==> src/rtl/i2c_eeprom_responder_if.sv <==
// Two-wire bus seen by the EEPROM responder: raw SCL/SDA in, open-drain pull-down out.
`timescale 1ns/1ps

interface i2c_eeprom_responder_if;
    logic SCL_IN;
    logic SDA_IN;
    logic SDA_OE;

    modport master (output SCL_IN, output SDA_IN, input SDA_OE);
    modport slave  (input SCL_IN, input SDA_IN, output SDA_OE);
endinterface

==> src/rtl/i2c_eeprom_responder.sv <==
// I2C target model of a small serial EEPROM: byte/page writes, random/sequential reads.
// SCL and SDA are oversampled on CLK; nothing here is clocked by SCL.
//
// state     | meaning
// ----------+-----------------------------------------------------------
// IDLE      | bus free, waiting for START
// CTRL      | shifting in the control byte
// ACK_CTRL  | acknowledging our address; R/W decides the next state
// WADDR     | shifting in the word address
// ACK_WADDR | acknowledging the word address
// WDATA     | shifting in a data byte to commit at PTR
// ACK_WDATA | acknowledging a committed data byte
// RDATA     | driving array[PTR] out MSB first
// RACK      | sampling the master's ACK/NACK after a read byte
// WAIT      | not our transfer (or read ended); ignore SCL until START/STOP
`timescale 1ns/1ps

module i2c_eeprom_responder #(
    parameter logic [6:0] DEV_ADDR = 7'h50,
    parameter int         DEPTH    = 16,
    parameter int         AW       = 4
) (
    input  logic                 CLK,
    input  logic                 RESET_N,
    i2c_eeprom_responder_if.slave bus,
    output logic                 BUSY,
    output logic                 WR_STB,
    output logic [AW-1:0]        PTR,
    input  logic [AW-1:0]        DBG_ADDR,
    output logic [7:0]           DBG_DATA
);

    typedef enum logic [3:0] {
        IDLE, CTRL, ACK_CTRL, WADDR, ACK_WADDR, WDATA, ACK_WDATA, RDATA, RACK, WAIT
    } state_t;

    state_t     state;
    logic       scl_s1, scl_s2, scl_d;
    logic       sda_s1, sda_s2, sda_d;
    logic [2:0] bit_cnt;
    logic [7:0] shift;
    logic       byte_done;   // full byte shifted in last cycle; acted on one CLK later
    logic       phase;       // second half of an ACK slot, or master ACK seen in RACK
    logic       rw;
    logic       sda_oe;
    logic [7:0] mem [DEPTH];
    logic [7:0] rd_byte;

    logic scl_rise, scl_fall, start_c, stop_c;

    assign scl_rise = scl_s2 & ~scl_d;
    assign scl_fall = ~scl_s2 & scl_d;
    assign start_c  = scl_s2 & scl_d & sda_d & ~sda_s2;
    assign stop_c   = scl_s2 & scl_d & ~sda_d & sda_s2;

    assign rd_byte    = mem[PTR];
    assign DBG_DATA   = mem[DBG_ADDR];
    assign bus.SDA_OE = sda_oe;

    // Two-flop synchronizers plus one history stage; idle bus level is high.
    always_ff @(posedge CLK or negedge RESET_N) begin
        if (!RESET_N) begin
            {scl_s1, scl_s2, scl_d} <= 3'b111;
            {sda_s1, sda_s2, sda_d} <= 3'b111;
        end else begin
            scl_s1 <= bus.SCL_IN;
            scl_s2 <= scl_s1;
            scl_d  <= scl_s2;
            sda_s1 <= bus.SDA_IN;
            sda_s2 <= sda_s1;
            sda_d  <= sda_s2;
        end
    end

    // Protocol FSM, pointer and array; START/STOP override everything else.
    always_ff @(posedge CLK or negedge RESET_N) begin
        if (!RESET_N) begin
            state     <= IDLE;
            bit_cnt   <= '0;
            shift     <= '0;
            byte_done <= 1'b0;
            phase     <= 1'b0;
            rw        <= 1'b0;
            sda_oe    <= 1'b0;
            BUSY      <= 1'b0;
            WR_STB    <= 1'b0;
            PTR       <= '0;
            for (int i = 0; i < DEPTH; i++) mem[i] <= '0;
        end else begin
            WR_STB    <= 1'b0;
            byte_done <= 1'b0;
            if (start_c) begin
                state   <= CTRL;
                bit_cnt <= '0;
                sda_oe  <= 1'b0;
                phase   <= 1'b0;
            end else if (stop_c) begin
                state  <= IDLE;
                sda_oe <= 1'b0;
                BUSY   <= 1'b0;
                phase  <= 1'b0;
            end else begin
                case (state)
                    CTRL, WADDR, WDATA: begin
                        if (scl_rise) begin
                            shift   <= {shift[6:0], sda_s2};
                            bit_cnt <= bit_cnt + 3'd1;
                            if (bit_cnt == 3'd7) byte_done <= 1'b1;
                        end
                        if (byte_done) begin
                            phase <= 1'b0;
                            if (state == CTRL) begin
                                if (shift[7:1] == DEV_ADDR) begin
                                    state <= ACK_CTRL;
                                    BUSY  <= 1'b1;
                                    rw    <= shift[0];
                                end else begin
                                    state <= WAIT;
                                    BUSY  <= 1'b0;
                                end
                            end else if (state == WADDR) begin
                                PTR   <= shift[AW-1:0];
                                state <= ACK_WADDR;
                            end else begin
                                mem[PTR] <= shift;
                                WR_STB   <= 1'b1;
                                PTR      <= PTR + AW'(1);
                                state    <= ACK_WDATA;
                            end
                        end
                    end
                    ACK_CTRL, ACK_WADDR, ACK_WDATA: begin
                        if (scl_fall) begin
                            if (!phase) begin
                                sda_oe <= 1'b1;
                                phase  <= 1'b1;
                            end else begin
                                phase <= 1'b0;
                                if (state == ACK_CTRL && rw) begin
                                    shift   <= {rd_byte[6:0], 1'b0};
                                    sda_oe  <= ~rd_byte[7];
                                    bit_cnt <= '0;
                                    state   <= RDATA;
                                end else begin
                                    sda_oe <= 1'b0;
                                    state  <= (state == ACK_CTRL) ? WADDR : WDATA;
                                end
                            end
                        end
                    end
                    RDATA: begin
                        if (scl_fall) begin
                            if (bit_cnt == 3'd7) begin
                                sda_oe  <= 1'b0;
                                bit_cnt <= '0;
                                state   <= RACK;
                            end else begin
                                sda_oe  <= ~shift[7];
                                shift   <= {shift[6:0], 1'b0};
                                bit_cnt <= bit_cnt + 3'd1;
                            end
                        end
                    end
                    RACK: begin
                        if (scl_rise) begin
                            PTR <= PTR + AW'(1);
                            if (sda_s2) state <= WAIT;
                            else        phase <= 1'b1;
                        end else if (scl_fall && phase) begin
                            // PTR was already advanced on the ACK rise
                            phase   <= 1'b0;
                            shift   <= {rd_byte[6:0], 1'b0};
                            sda_oe  <= ~rd_byte[7];
                            bit_cnt <= '0;
                            state   <= RDATA;
                        end
                    end
                    default: begin
                    end
                endcase
            end
        end
    end

endmodule
==> src/flat_wrapper.sv <==
// flat-port wrapper written by rule: the top's interface ports become plain ports
module i2c_eeprom_responder_flat 
#(
    parameter logic [6:0] DEV_ADDR = 7'h50,
    parameter int         DEPTH    = 16,
    parameter int         AW       = 4
)
  (CLK, RESET_N, BUSY, WR_STB, PTR, DBG_ADDR, DBG_DATA, bus_SCL_IN, bus_SDA_IN, bus_SDA_OE);
  i2c_eeprom_responder_if bus_i ();
  input  logic CLK;
  input  logic RESET_N;
  output logic BUSY;
  output logic WR_STB;
  output logic [AW-1:0] PTR;
  input  logic [AW-1:0] DBG_ADDR;
  output logic [7:0] DBG_DATA;
  input wire logic [$bits(bus_i.SCL_IN)-1:0] bus_SCL_IN;
  input wire logic [$bits(bus_i.SDA_IN)-1:0] bus_SDA_IN;
  output wire logic [$bits(bus_i.SDA_OE)-1:0] bus_SDA_OE;
  assign bus_i.SCL_IN = bus_SCL_IN;
  assign bus_i.SDA_IN = bus_SDA_IN;
  assign bus_SDA_OE = bus_i.SDA_OE;
  i2c_eeprom_responder #(.DEV_ADDR(DEV_ADDR), .DEPTH(DEPTH), .AW(AW)) u_core (.CLK(CLK), .RESET_N(RESET_N), .bus(bus_i), .BUSY(BUSY), .WR_STB(WR_STB), .PTR(PTR), .DBG_ADDR(DBG_ADDR), .DBG_DATA(DBG_DATA));
endmodule
==> config.mk <==
export PLATFORM = sky130hd
export DESIGN_NAME = i2c_eeprom_responder_flat
export DESIGN_NICKNAME = d
export VERILOG_FILES = /design/src/rtl/i2c_eeprom_responder_if.sv /design/src/rtl/i2c_eeprom_responder.sv /design/src/flat_wrapper.sv
export SDC_FILE = /design/constraint.sdc
export NUM_CORES = 1
export LEC_CHECK = 0
export ABC_AREA = 0
export ABC_CLOCK_PERIOD_IN_PS = 5600
export CORE_MARGIN = 2
export CORE_UTILIZATION = 30
export CTS_BUF_LIST = sky130_fd_sc_hd__clkbuf_16
export DETAILED_ROUTE_END_ITERATION = 8
export PLACE_DENSITY_LB_ADDON = 0.12
export SYNTH_ARGS = -nofsm -noshare
export SYNTH_HDL_FRONTEND = slang
export SYNTH_SLANG_ARGS = --single-unit
==> constraint.sdc <==
create_clock -name CLK -period 5.6 [get_ports CLK]
set_input_delay 0.56 -clock CLK [delete_from_list [all_inputs] [get_ports CLK]]
set_output_delay 0.56 -clock CLK [all_outputs]
set_load 0.01 [all_outputs]
==> impl_metrics.csv <==
group,metric,value,unit
timing,max_slew_margin,15.2,%
setup_path,critPathMaxFanout,24,
global_routing,grt.met3_usage,3.12,%
clocking,ctsResizeCount,0,
yosys,ys_seq_elements,159,
yosys,ys_warn_count,0,
route,drc,0,
yosys,synthArstFlopShare,100,%
pwr,power_density,357,nW/um2
route,drtPass1Iterations,5,
setup_path,cpMostUsedCell,"mux4_2",
setup_path,max_stage_delay,670,ps
yosys,netlist-cell-type-count,54,
setup_path,cp_data_required_time,5040,ps
setup_path,crit_chain,"buf_2 -> buf_4 -> mux4_2 -> mux4_2 -> clkdlybuf4s50_1",
yosys,synth_ff_type,"dfrtp_1",
final_layout,syn_to_final_growth,12.6,%
setup_path,r2r_start,"u_core.state[2]$_DFFE_PN0P_",
setup_path,r2r_slack,2460,ps
global_routing,grt_antenna_before_repair,0,
setup_path,worstRegToRegCells,5,
setup_path,r2r_end,"u_core.shift[4]$_DFFE_PN0P_",
yosys,synth_area_leaders,"dfrtp_1, mux2_2, mux4_2",
pwr,irDropWorstVdd,0.211,mV
clocking,clock_path_buffers,2,
die,die_area,30700,um2
setup_path,crit_arrival,3140,ps
timing,setup_viol,0,
yosys,synth_top_area_share,43.5,%
timing,post-route-period-util,66.0,%
die,row_count,62,
setup_path,crit_path_end_kind,"output pin",
die,top_level_ports,23,
route,wl_per_cell,24.1,um
yosys,syn-num-nets,711,
setup_path,crit_end,"DBG_DATA[3]",
run,drv_cap,0,
setup_path,startpoint,"DBG_ADDR[0]",
setup_path,cp-start-kind,"input pin",
pwr,power.leakage,4.37,nW
yosys,synth_edf_count,0,
route,antenna_left,0,
yosys,post_synth.cell_area_avg,12.6,um2
timing,finalHoldViolCount,0,
timing,finClkSkew,17.9,ps
timing,fmax,270,MHz
yosys,yosysTopAreaCell,"dfrtp_1",
global_routing,grt_overflow_total,0,
yosys,syn-instance-count,697,
final_layout,antenna_cells,0,
yosys,netlist_area,8810,um2
die,core,28800,um2
route,drt_iter0_drc,345,
placement,hpwl,16.7,mm
placement,globalplace.congestion,0.774,
die,start_util,30.6,%
route,drt-total-wl,26.1,mm
final_layout,drive_gt1_share,30.5,%
outcome,status,"finished, final reports clean",
die,die_x,175,um
setup_path,critical_path_class,"input pin to output pin",
timing,rsz0062_at_grt,"no",
timing,drv_slew,0,
global_routing,grtUsageTotal,17.5,%
clocking,clkLatencyLatePin,440,ps
placement,io_buffers,22,
clocking,clk_pin_slew,80,ps
clocking,holdBufCountCts,0,
final_layout,fillCellCount,2794,
global_routing,grt_pass1_wl,39.6,mm
route,vias,5935,
clocking,htreeDepth,4,
final_layout,layout_common_cells,"dfrtp_1, mux2_2, mux2i_1",
global_routing,grtUsageMet2,29.5,%
final_layout,utilization,34.5,%
global_routing,grt_max_degree,59,
final_layout,fin_nets,700,
timing,setup_tns,0,ps
clocking,tritoncts,"built",
timing,layout_min_cycle_time,3700,ps
clocking,cts_sinks,159,
global_routing,grt_use_met1,22.7,%
route,via_per_inst,5.48,
setup_path,critPathSlowestCell,"buf_2",
clocking,cts_made_buffers,17,
yosys,yosysSeqAreaShare,45.3,%
final_layout,final_common_cell,"dfrtp_1",
global_routing,grt_most_used_layer,"met2",
timing,tightest_slew,1270,ps
global_routing,first_global_vias,6062,
clocking,postCtsSetupBuffers,0,
clocking,cts-root-buf,"clkbuf_16",
hold_path,hold_path.class,"input pin to asynchronous set/reset pin",
die,chipHeight,175,um
synthesized netlist by cell type (15+ instances only):
cell      number
nor2_1        26
mux2i_1       63
a22oi_1       31
a21oi_1       15
buf_2         19
dfrtp_1      153
mux2_2       106
nand3_1       24
mux2_1        20
clkbuf_1      33
nand2_1       33
mux4_2        44
critical path, delay by kind of cell:
kind	cells	cell delay [ps]
muxes	2	1020
buffers and inverters	3	1530
area by class of cell:
class	count	area, um2	share of cell area (%)
repair buffers	30	272	2.74
inverters	7	26.3	0.265
flip-flops and latches	159	3990	40.2
clock inverters	15	199	2.01
multi-input cells	471	4530	45.6
clock buffers	17	425	4.29
well taps	384	480	4.84
kinds of logic after synthesis:
family	Yosys count	share of synthesized area (%)
mux	240	35.7
flops	159	45.3
simple gates	144	8.72
compound gates	80	5.98
buf+inv	67	3.38
fa+ha+maj	6	0.852
xor+xnor	1	0.0994
metrics by stage:
| step | std cells | instance area [um2] | hold slack, ps | total power [mW] | setup slack (ps) |
|---|---|---|---|---|---|
| after floorplan | 697 | 8810 | 264 | 1.98 | 2940 |
| final | 1083 | 9920 | 95.0 | 3.54 | 1900 |
| after global routing | 1083 | 9920 | 122 | 3.71 | 1750 |
| after CTS | 1083 | 9920 | 97.7 | 3.56 | 1830 |
| after detailed placement | 1051 | 9300 | 350 | 2.30 | 1820 |
| after global placement | 1051 | 9300 | 350 | 2.29 | 1840 |
report_power, final:
group / internal [mW] / switching (mW) / total [mW] / leakage, nW
Combinational: 0.329 / 0.501 / 0.830 / 1.88
Clock: 0.719 / 0.530 / 1.25 / 0.308
Sequential: 1.20 / 0.254 / 1.46 / 2.19
Total: 2.25 / 1.29 / 3.54 / 4.37
flip-flops by register name, indices dropped and copies added, names as in the netlist:
register	flops
u_core.scl_s2	1
u_core.sda_s1	1
u_core.WR_STB	1
u_core.shift	8
u_core.scl_d	1
u_core.byte_done	1
u_core.BUSY	1
u_core.sda_s2	1
u_core.bit_cnt	3
u_core.sda_d	1
u_core.bus.SDA_OE	1
u_core.scl_s1	1
u_core.state	4
u_core.PTR	4
u_core.mem	128
u_core.rw	1
u_core.phase	1
metal layers:
layer / vias up / routed length (um)
met1: 3181 / 11600
met4: 0 / 704
li1: 2592 / -
met2: 122 / 13000
met5: - / 0
met3: 40 / 800
how the worst min path moves through the flow:
stage                            startpoint                         end  slack, ps  cells past startpoint
finish                              RESET_N  u_core.mem[69]$_DFFE_PN0P_        100                      1
global route                        RESET_N  u_core.mem[37]$_DFFE_PN0P_        120                      1
CTS                                 RESET_N  u_core.mem[69]$_DFFE_PN0P_        100                      1
detailed placement  u_core.sda_s1$_DFF_PN1_     u_core.sda_s2$_DFF_PN1_        350                      0
global placement    u_core.scl_s1$_DFF_PN1_     u_core.scl_s2$_DFF_PN1_        350                      0
floorplan                           RESET_N     u_core.BUSY$_DFFE_PN0P_        260                      0
Note: power is estimated with default switching activity, not from simulation.
